**config.mk**
```make
export PLATFORM = sky130hd
export DESIGN_NAME = etapa_ex_flat
export DESIGN_NICKNAME = d
export VERILOG_FILES = /design/src/rtl/etapa_ex_pkg.sv /design/src/rtl/etapa_ex_if.sv /design/src/rtl/etapa_ex_iter_unit.sv /design/src/rtl/etapa_ex.sv /design/src/flat_wrapper.sv
export SDC_FILE = /design/constraint.sdc
export NUM_CORES = 1
export LEC_CHECK = 0
export CAP_MARGIN = 5
export CORE_ASPECT_RATIO = 1.2
export CORE_MARGIN = 2
export CORE_UTILIZATION = 55
export DETAILED_ROUTE_END_ITERATION = 16
export GPL_TIMING_DRIVEN = 0
export PLACE_DENSITY = 0.8
export RECOVER_POWER = 100
export SLEW_MARGIN = 20
export SYNTH_ARGS = -nofsm -noshare
export SYNTH_HDL_FRONTEND = slang
export SYNTH_HIERARCHICAL = 1
export SYNTH_SLANG_ARGS = --single-unit
```
**constraint.sdc**
```tcl
create_clock -name clk -period 8 [get_ports clk]
set_clock_uncertainty 0.15 [all_clocks]
set_input_delay 1.6 -clock clk [delete_from_list [all_inputs] [get_ports clk]]
set_output_delay 1.6 -clock clk [all_outputs]
set_load 0.01 [all_outputs]
```
**src/rtl/etapa_ex_pkg.sv**
```systemverilog
// Shared definitions for the ProcesadorJOF32 execute stage: widths, ALU encodings,
// shift direction and the MEM/WB control bundle.
package etapa_ex_pkg;

    localparam int unsigned W       = 32;
    localparam int unsigned RW      = 4;
    localparam int unsigned OPW     = 5;
    localparam int unsigned IMM_BIT = 4;
    localparam int unsigned SH_W    = $clog2(W);
    localparam int unsigned CNT_W   = $clog2(W + 1);

    typedef enum logic [1:0] {
        ALU_ADD   = 2'b00,
        ALU_SUB   = 2'b01,
        ALU_SHIFT = 2'b10,
        ALU_MUL   = 2'b11
    } alu_sel_e;

    typedef enum logic {
        DIR_LEFT  = 1'b0,
        DIR_RIGHT = 1'b1
    } dir_e;

    typedef enum logic {
        ST_IDLE = 1'b0,
        ST_BUSY = 1'b1
    } ex_state_e;

    typedef struct packed {
        logic mem_wr;
        logic reg_wr;
        logic sel_wb;
        logic sel_ld;
    } mem_wb_ctrl_t;

endpackage

```
**src/rtl/etapa_ex_if.sv**
```systemverilog
// ID/EX -> EX -> EX/MEM signal bundle; master is the upstream/downstream side,
// slave is the execute stage.
interface etapa_ex_if;
    import etapa_ex_pkg::*;

    logic               valid_in;
    logic [OPW-1:0]     opcode_in;
    logic [W-1:0]       a_in;
    logic [W-1:0]       b_in;
    logic [W-1:0]       shamt_in;
    logic [W-1:0]       inm_in;
    logic [RW-1:0]      rd_in;
    alu_sel_e           alu_sel_in;
    dir_e               dir_sl_in;
    logic               mem_wr_in;
    logic               reg_wr_in;
    logic               sel_wb_in;
    logic               sel_ld_in;

    logic               stall;
    logic               valid_out;
    logic [W-1:0]       result_out;
    logic [W-1:0]       store_out;
    logic               zero_out;
    logic [RW-1:0]      rd_out;
    logic               mem_wr_out;
    logic               reg_wr_out;
    logic               sel_wb_out;
    logic               sel_ld_out;

    modport master (
        output valid_in, opcode_in, a_in, b_in, shamt_in, inm_in, rd_in,
               alu_sel_in, dir_sl_in, mem_wr_in, reg_wr_in, sel_wb_in, sel_ld_in,
        input  stall, valid_out, result_out, store_out, zero_out, rd_out,
               mem_wr_out, reg_wr_out, sel_wb_out, sel_ld_out
    );

    modport slave (
        input  valid_in, opcode_in, a_in, b_in, shamt_in, inm_in, rd_in,
               alu_sel_in, dir_sl_in, mem_wr_in, reg_wr_in, sel_wb_in, sel_ld_in,
        output stall, valid_out, result_out, store_out, zero_out, rd_out,
               mem_wr_out, reg_wr_out, sel_wb_out, sel_ld_out
    );

endinterface

```
**src/rtl/etapa_ex_iter_unit.sv**
```systemverilog
// Iterative SHIFT / MUL engine: one shift bit or one multiplier bit per cycle.
// result_c is the value the current iteration produces; done_c flags the last one.
module etapa_ex_iter_unit
    import etapa_ex_pkg::*;
(
    input  logic             clk,
    input  logic             rst,
    input  logic             start,
    input  alu_sel_e         op,
    input  dir_e             dir,
    input  logic [W-1:0]     a,
    input  logic [W-1:0]     b,
    input  logic [CNT_W-1:0] n,
    output logic             busy,
    output logic             done_c,
    output logic [W-1:0]     result_c
);

    logic [W-1:0]     acc;
    logic [W-1:0]     mcand;
    logic [W-1:0]     mplier;
    logic [CNT_W-1:0] count;
    logic             is_mul;
    dir_e             dir_q;
    logic [W-1:0]     acc_nxt;

    // Shift-add for MUL, single-bit logical shift otherwise
    always_comb begin
        acc_nxt = acc;
        if (is_mul) begin
            acc_nxt = acc + (mplier[0] ? mcand : '0);
        end else if (dir_q == DIR_RIGHT) begin
            acc_nxt = acc >> 1;
        end else begin
            acc_nxt = acc << 1;
        end
        done_c   = busy && (count == CNT_W'(1));
        result_c = acc_nxt;
    end

    always_ff @(posedge clk) begin
        if (rst) begin
            acc    <= '0;
            mcand  <= '0;
            mplier <= '0;
            count  <= '0;
            is_mul <= 1'b0;
            dir_q  <= DIR_LEFT;
            busy   <= 1'b0;
        end else if (start) begin
            acc    <= (op == ALU_MUL) ? '0 : a;
            mcand  <= a;
            mplier <= b;
            count  <= n;
            is_mul <= (op == ALU_MUL);
            dir_q  <= dir;
            busy   <= 1'b1;
        end else if (busy) begin
            acc    <= acc_nxt;
            mcand  <= mcand << 1;
            mplier <= mplier >> 1;
            count  <= count - CNT_W'(1);
            if (count == CNT_W'(1)) begin
                busy <= 1'b0;
            end
        end
    end

endmodule

```
**src/rtl/etapa_ex.sv**
```systemverilog
// Execute stage: operand mux, single-cycle ADD/SUB, multi-cycle SHIFT/MUL via the
// iterator, and the EX/MEM output register. Stalls upstream while iterating.
module etapa_ex
    import etapa_ex_pkg::*;
(
    input  logic        clk,
    input  logic        rst,
    etapa_ex_if.slave   bus
);

    ex_state_e        state, state_nxt;
    logic [W-1:0]     opb_c;
    logic [W-1:0]     fast_res_c;
    logic [W-1:0]     iter_res_c;
    logic [CNT_W-1:0] iter_n_c;
    logic             slow_c;
    logic             stall_c;
    logic             iter_start_c;
    logic             iter_done_c;
    logic             iter_busy;
    logic             fast_load_c;
    logic             slow_load_c;
    mem_wb_ctrl_t     ctrl_in_c;
    mem_wb_ctrl_t     cap_ctrl;
    logic [W-1:0]     cap_store;
    logic [RW-1:0]    cap_rd;
    logic             unused_c;

    assign unused_c = ^{bus.shamt_in[W-1:SH_W], bus.opcode_in, iter_busy};

    // Operand selection and single-cycle datapath
    always_comb begin
        opb_c     = bus.opcode_in[IMM_BIT] ? bus.inm_in : bus.b_in;
        ctrl_in_c = '{mem_wr: bus.mem_wr_in, reg_wr: bus.reg_wr_in,
                      sel_wb: bus.sel_wb_in, sel_ld: bus.sel_ld_in};
        slow_c    = (bus.alu_sel_in == ALU_MUL) ||
                    ((bus.alu_sel_in == ALU_SHIFT) && (bus.shamt_in[SH_W-1:0] != '0));
        iter_n_c  = (bus.alu_sel_in == ALU_MUL) ? CNT_W'(W)
                                                 : CNT_W'(bus.shamt_in[SH_W-1:0]);
        case (bus.alu_sel_in)
            ALU_ADD: fast_res_c = bus.a_in + opb_c;
            ALU_SUB: fast_res_c = bus.a_in - opb_c;
            default: fast_res_c = bus.a_in;
        endcase
    end

    always_ff @(posedge clk) begin
        if (rst) begin
            state <= ST_IDLE;
        end else begin
            state <= state_nxt;
        end
    end

    // Stall drops in the final iteration cycle so ID/EX can advance in lockstep
    always_comb begin
        state_nxt    = state;
        stall_c      = 1'b0;
        iter_start_c = 1'b0;
        fast_load_c  = 1'b0;
        slow_load_c  = 1'b0;
        case (state)
            ST_IDLE: begin
                if (bus.valid_in && !rst) begin
                    if (slow_c) begin
                        iter_start_c = 1'b1;
                        stall_c      = 1'b1;
                        state_nxt    = ST_BUSY;
                    end else begin
                        fast_load_c  = 1'b1;
                    end
                end
            end
            ST_BUSY: begin
                if (iter_done_c) begin
                    slow_load_c = 1'b1;
                    state_nxt   = ST_IDLE;
                end else begin
                    stall_c     = 1'b1;
                end
            end
        endcase
    end

    assign bus.stall = stall_c;

    etapa_ex_iter_unit u_iter (
        .clk      (clk),
        .rst      (rst),
        .start    (iter_start_c),
        .op       (bus.alu_sel_in),
        .dir      (bus.dir_sl_in),
        .a        (bus.a_in),
        .b        (opb_c),
        .n        (iter_n_c),
        .busy     (iter_busy),
        .done_c   (iter_done_c),
        .result_c (iter_res_c)
    );

    // Side data for multi-cycle ops is captured at accept
    always_ff @(posedge clk) begin
        if (rst) begin
            cap_ctrl  <= '0;
            cap_store <= '0;
            cap_rd    <= '0;
        end else if (iter_start_c) begin
            cap_ctrl  <= ctrl_in_c;
            cap_store <= bus.b_in;
            cap_rd    <= bus.rd_in;
        end
    end

    always_ff @(posedge clk) begin
        if (rst) begin
            bus.valid_out  <= 1'b0;
            bus.result_out <= '0;
            bus.store_out  <= '0;
            bus.zero_out   <= 1'b1;
            bus.rd_out     <= '0;
            bus.mem_wr_out <= 1'b0;
            bus.reg_wr_out <= 1'b0;
            bus.sel_wb_out <= 1'b0;
            bus.sel_ld_out <= 1'b0;
        end else if (fast_load_c) begin
            bus.valid_out  <= 1'b1;
            bus.result_out <= fast_res_c;
            bus.zero_out   <= (fast_res_c == '0);
            bus.store_out  <= bus.b_in;
            bus.rd_out     <= bus.rd_in;
            bus.mem_wr_out <= ctrl_in_c.mem_wr;
            bus.reg_wr_out <= ctrl_in_c.reg_wr;
            bus.sel_wb_out <= ctrl_in_c.sel_wb;
            bus.sel_ld_out <= ctrl_in_c.sel_ld;
        end else if (slow_load_c) begin
            bus.valid_out  <= 1'b1;
            bus.result_out <= iter_res_c;
            bus.zero_out   <= (iter_res_c == '0);
            bus.store_out  <= cap_store;
            bus.rd_out     <= cap_rd;
            bus.mem_wr_out <= cap_ctrl.mem_wr;
            bus.reg_wr_out <= cap_ctrl.reg_wr;
            bus.sel_wb_out <= cap_ctrl.sel_wb;
            bus.sel_ld_out <= cap_ctrl.sel_ld;
        end else begin
            bus.valid_out  <= 1'b0;
            bus.mem_wr_out <= 1'b0;
            bus.reg_wr_out <= 1'b0;
        end
    end

endmodule
```
**src/flat_wrapper.sv**
```systemverilog
// flat-port wrapper written by rule: the top's interface ports become plain ports
module etapa_ex_flat import etapa_ex_pkg::*;
  (clk, rst, bus_valid_in, bus_opcode_in, bus_a_in, bus_b_in, bus_shamt_in, bus_inm_in, bus_rd_in, bus_alu_sel_in, bus_dir_sl_in, bus_mem_wr_in, bus_reg_wr_in, bus_sel_wb_in, bus_sel_ld_in, bus_stall, bus_valid_out, bus_result_out, bus_store_out, bus_zero_out, bus_rd_out, bus_mem_wr_out, bus_reg_wr_out, bus_sel_wb_out, bus_sel_ld_out);
  etapa_ex_if bus_i ();
  input  logic clk;
  input  logic rst;
  input wire logic [$bits(bus_i.valid_in)-1:0] bus_valid_in;
  input wire logic [$bits(bus_i.opcode_in)-1:0] bus_opcode_in;
  input wire logic [$bits(bus_i.a_in)-1:0] bus_a_in;
  input wire logic [$bits(bus_i.b_in)-1:0] bus_b_in;
  input wire logic [$bits(bus_i.shamt_in)-1:0] bus_shamt_in;
  input wire logic [$bits(bus_i.inm_in)-1:0] bus_inm_in;
  input wire logic [$bits(bus_i.rd_in)-1:0] bus_rd_in;
  input wire logic [$bits(bus_i.alu_sel_in)-1:0] bus_alu_sel_in;
  input wire logic [$bits(bus_i.dir_sl_in)-1:0] bus_dir_sl_in;
  input wire logic [$bits(bus_i.mem_wr_in)-1:0] bus_mem_wr_in;
  input wire logic [$bits(bus_i.reg_wr_in)-1:0] bus_reg_wr_in;
  input wire logic [$bits(bus_i.sel_wb_in)-1:0] bus_sel_wb_in;
  input wire logic [$bits(bus_i.sel_ld_in)-1:0] bus_sel_ld_in;
  output wire logic [$bits(bus_i.stall)-1:0] bus_stall;
  output wire logic [$bits(bus_i.valid_out)-1:0] bus_valid_out;
  output wire logic [$bits(bus_i.result_out)-1:0] bus_result_out;
  output wire logic [$bits(bus_i.store_out)-1:0] bus_store_out;
  output wire logic [$bits(bus_i.zero_out)-1:0] bus_zero_out;
  output wire logic [$bits(bus_i.rd_out)-1:0] bus_rd_out;
  output wire logic [$bits(bus_i.mem_wr_out)-1:0] bus_mem_wr_out;
  output wire logic [$bits(bus_i.reg_wr_out)-1:0] bus_reg_wr_out;
  output wire logic [$bits(bus_i.sel_wb_out)-1:0] bus_sel_wb_out;
  output wire logic [$bits(bus_i.sel_ld_out)-1:0] bus_sel_ld_out;
  assign bus_i.valid_in = bus_valid_in;
  assign bus_i.opcode_in = bus_opcode_in;
  assign bus_i.a_in = bus_a_in;
  assign bus_i.b_in = bus_b_in;
  assign bus_i.shamt_in = bus_shamt_in;
  assign bus_i.inm_in = bus_inm_in;
  assign bus_i.rd_in = bus_rd_in;
  assign bus_i.alu_sel_in = bus_alu_sel_in;
  assign bus_i.dir_sl_in = bus_dir_sl_in;
  assign bus_i.mem_wr_in = bus_mem_wr_in;
  assign bus_i.reg_wr_in = bus_reg_wr_in;
  assign bus_i.sel_wb_in = bus_sel_wb_in;
  assign bus_i.sel_ld_in = bus_sel_ld_in;
  assign bus_stall = bus_i.stall;
  assign bus_valid_out = bus_i.valid_out;
  assign bus_result_out = bus_i.result_out;
  assign bus_store_out = bus_i.store_out;
  assign bus_zero_out = bus_i.zero_out;
  assign bus_rd_out = bus_i.rd_out;
  assign bus_mem_wr_out = bus_i.mem_wr_out;
  assign bus_reg_wr_out = bus_i.reg_wr_out;
  assign bus_sel_wb_out = bus_i.sel_wb_out;
  assign bus_sel_ld_out = bus_i.sel_ld_out;
  etapa_ex u_core (.clk(clk), .rst(rst), .bus(bus_i));
endmodule
```
==> results of run 1 <==
==> metal layers <==
| layer | GRT usage | vias up | part of all wire |
|---|---|---|---|
| met5 | 0 | - | 0 |
| met2 | 0.687 | 1019 | 0.47 |
| met3 | 0.0649 | 233 | 0.091 |
| met1 | 0.480 | 8128 | 0.37 |
| li1 | - | 7874 | - |
| met4 | 0.245 | 0 | 0.067 |
==> cells in the mapped netlist (32+ instances only) <==
cell type / count
nand2_1: 321
nor2_1: 288
dfxtp_1: 220
a21oi_1: 201
clkbuf_1: 109
mux2i_1: 104
ha_1: 65
a311oi_1: 64
o21ai_0: 63
and2_1: 56
a211oi_1: 46
xnor2_1: 45
inv_1: 35
a21o_1: 32
nor2b_1: 32
==> what timing repair did <==
action                     4_1_cts  5_1_grt
gates resized for setup          0        7
setup buffers                    0        0
cloned                           0        0
setup endpoints to repair        2        1
==> power breakdown <==
part / switching (W) / internal [W]
clock: 0.000485 / 0.000719
combinational: 0.000518 / 0.000327
sequential: 0.0000408 / 0.00115
total: 0.00104 / 0.00219
==> critical path: cells and delay by family <==
kind,cells,cell delay [ns]
buffers and inverters,6,2.82
AO/OA/AOI/OAI,6,1.84
AND/OR/NAND/NOR,6,1.34
adder cells (fa/ha/maj),1,0.35
XOR/XNOR,1,0.21
==> cell type report <==
class / count / area (um^2) / area share
diodes: 1 / 2.50 / 0.000134
flip-flops and latches: 220 / 4400 / 0.235
multi-input cells: 1673 / 10400 / 0.556
clock inverters: 11 / 175 / 0.00935
repair buffers: 188 / 1880 / 0.100
clock buffers: 32 / 671 / 0.0358
well taps: 379 / 474 / 0.0253
inverters: 38 / 143 / 0.00761
plain buffers: 143 / 576 / 0.0307
==> placed cells by master (no fill, tap or decap), types with 46 or more instances in the layout <==
cell type / netlist / final
a311oi_1: 64 / 64
clkdlybuf4s50_1: 0 / 112
a21oi_1: 201 / 201
nand2_1: 321 / 321
o21ai_0: 63 / 63
ha_1: 65 / 65
mux2i_1: 104 / 104
nor2_1: 288 / 288
dfxtp_1: 220 / 220
clkbuf_1: 109 / 117
dlygate4sd3_1: 0 / 76
a211oi_1: 46 / 46
and2_1: 56 / 54
==> flip-flops by register name, indices dropped and copies added (netlist names) <==
register	cells
u_core/bus.result_out	32
u_core/bus.store_out	32
u_core/cap_store	32
u_core/u_iter/acc	32
u_core/u_iter/mcand	32
u_core/u_iter/mplier	32
u_core/u_iter/count	6
u_core/bus.rd_out	4
u_core/cap_ctrl	4
u_core/cap_rd	4
u_core/bus.mem_wr_out	1
u_core/bus.reg_wr_out	1
u_core/bus.sel_ld_out	1
u_core/bus.sel_wb_out	1
u_core/bus.valid_out	1
u_core/bus.zero_out	1
u_core/state	1
u_core/u_iter/busy	1
u_core/u_iter/dir_q	1
u_core/u_iter/is_mul	1
==> path summary, 6_finish.rpt <==
kind / start / endpoint / slack (ns) / cells past startpoint
worst max-delay path: bus_alu_sel_in[1] / u_core/bus.zero_out / 0.15 / 20
worst min-delay path: u_core/cap_store[31] / u_core/cap_store[31] / 0.31 / 2
worst max register to register: u_core/u_iter/busy / u_core/bus.zero_out / 2.45 / 13
worst min register to register: u_core/cap_store[31] / u_core/cap_store[31] / 0.31 / 2
==> stage by stage <==
stage / hold slack [ns] / setup TNS [ns]
2_1_floorplan: 0.286 / 0
4_1_cts: 0.305 / 0
3_3_place_gp: 0.291 / -2.59
3_5_place_dp: 0.297 / -2.91
5_1_grt: 0.323 / 0
6_report: 0.306 / 0
==> cells by family (layout without fill, tap and decap cells) <==
group,count (synthesis),count (layout),synth area share
AND/OR/NAND/NOR,838,838,0.241
AO/OA/AOI/OAI,567,567,0.247
flip-flops,220,220,0.284
buffers and inverters,182,412,0.0463
multiplexers,131,131,0.0875
XOR/XNOR,70,70,0.0395
adder cells (fa/ha/maj),67,67,0.0549
other,0,1,0
==> summary.txt, run 1 <==
Clock tree
  • Htree depth: 1
  • Worst-Skew Late Latency: 0.55 ns
  • TritonCTS buffer count: 24
  • Clock slew at reported path FFs: 0.06 ns
  • Sink Count: 220
  • Post-CTS Hold Buffers: 0
  • Clk root buf: clkbuf_16
  • Max Buffers Root-to-Sink: 3
  • CTS tree: yes

STA
  • Final setup violation count: 0
  • Worst-Margin Slew: 1.16 ns
  • Max Slew Vio Count: 0
  • RSZ-0062 raised after global routing: false
  • Clock period minus worst slack: 7.85 ns
  • Final period util: 0.981
  • Final hold vios: 0
  • Worst slew margin: 0.218
  • Final WS setup: 0.148 ns
  • F_max: 127 MHz

Logic synthesis
  • Synthesized area: 15,500 um^2
  • Yosys warnings: 6
  • Seq cells post-synth: 220
  • Most used DFF post-synth: dfxtp_1
  • Area leader, netlist: dfxtp_1
  • Synth top area share: 0.284
  • Number of library cell types mapped by synthesis: 93
  • Seq/Total Area, Yosys: 0.284
  • Synthesized Nets: 2,289
  • Syn_area_per_cell: 7.49 um^2
  • Mapped Cells: 2,075
  • Async S/R FF share, synth: 0
  • Post-synth EDFFs: 0
  • Largest cells by area after synthesis: dfxtp_1, nand2_1, nor2_1

GRT
  • Vias in the first global route: 16,400
  • Global-route wire length before repair: 93.1 mm
  • Largest net degree at the start of global routing: 20
  • Overall Global Routing Usage: 0.406
  • GR Overflow Total: 0
  • Initial antenna violation count: 0

Finish
  • Layout Cells excl Fill: 2,685
  • Area grow syn2layout: 20.7%
  • Post-layout util: 0.673
  • Design Area, Final: 18,700 um^2
  • Fillcell total: 2,436
  • Share of cells above drive strength 1: 0.0516
  • Post-layout nets: 2,502

Power and ir drop
  • Leak: 7.30 nW
  • Tot Pwr: 0.00324 W
  • Max VDD drop: 0.000166 V
  • Power Dens Cells: 173 nW/um^2

Critical path
  • Arr. time, crit path: 8.18 ns
  • Worst-path cell chain: clkdlybuf4s50_1 > clkbuf_1 > clkbuf_1 > clkbuf_1 > clkbuf_1 > nor2b_1 > clkbuf_1 > nor2_1 > xnor2_1 > ha_1 > o211a_1 > o31a_1 > o2111ai_2 > a311oi_1 > nand4_1 > nor3b_1 > or4_1 > a2111oi_0 > o2111ai_1 > nand2_1
  • CP max stage cell: clkdlybuf4s50_1
  • Critical Path Fanout Max: 10
  • Cell mode on critical path: clkbuf_1
  • Crit-path max cell delay: 0.58 ns
  • Crit path launch type: input port
  • Worst setup EP type: register
  • WP data required: 8.33 ns
  • Critical path class: in2reg

Placed design
  • Hpwl dp: 48.5 mm
  • Setup WS pre-CTS: -0.904 ns
  • Port Buffers: 188
  • Placed Instance Area: 17,900 um^2
  • GPL Wtd Cong: 1.03
  • Dpl cells: 2,642

Drt
  • ANT nets after route: 0
  • WL final: 62.1 mm
  • Routed len/inst: 23.1 um
  • # DRC: 0
  • Via count: 17,300
  • Vias per std cell: 6.43
  • Iteration count of the initial detailed-routing pass: 6
  • DR iter-0 viols: 1,714

Die
  • Ports: 222
  • Die Ht: 188 um
  • Die area: 29,600 um^2
  • Die width: 157 um
  • Initial cell density of the core: 0.558
  • FP Rows: 67
  • Core Footprint: 27,800 um^2

Status
  • Status: completed

Min path
  • Worst min path class: reg2reg

Job
  • Max-cap violation count: 0
No activity file was read; power rests on OpenSTA's default activity.
==> inputs of run 2 (changes only) <==
==> constraint.sdc (replaced) <==
create_clock -name clk -period 8 [get_ports clk]
set_clock_uncertainty 0.15 [all_clocks]
set_input_delay 1.6 -clock clk [delete_from_list [all_inputs] [get_ports clk]]
set_output_delay 1.6 -clock clk [all_outputs]
set_load 0.005 [all_outputs]
==> results of run 2 <==
Same layout as run 1 (identical final DEF). Status: completed.
Main changes from that run: total power 0.00324 W -> 0.00323 W
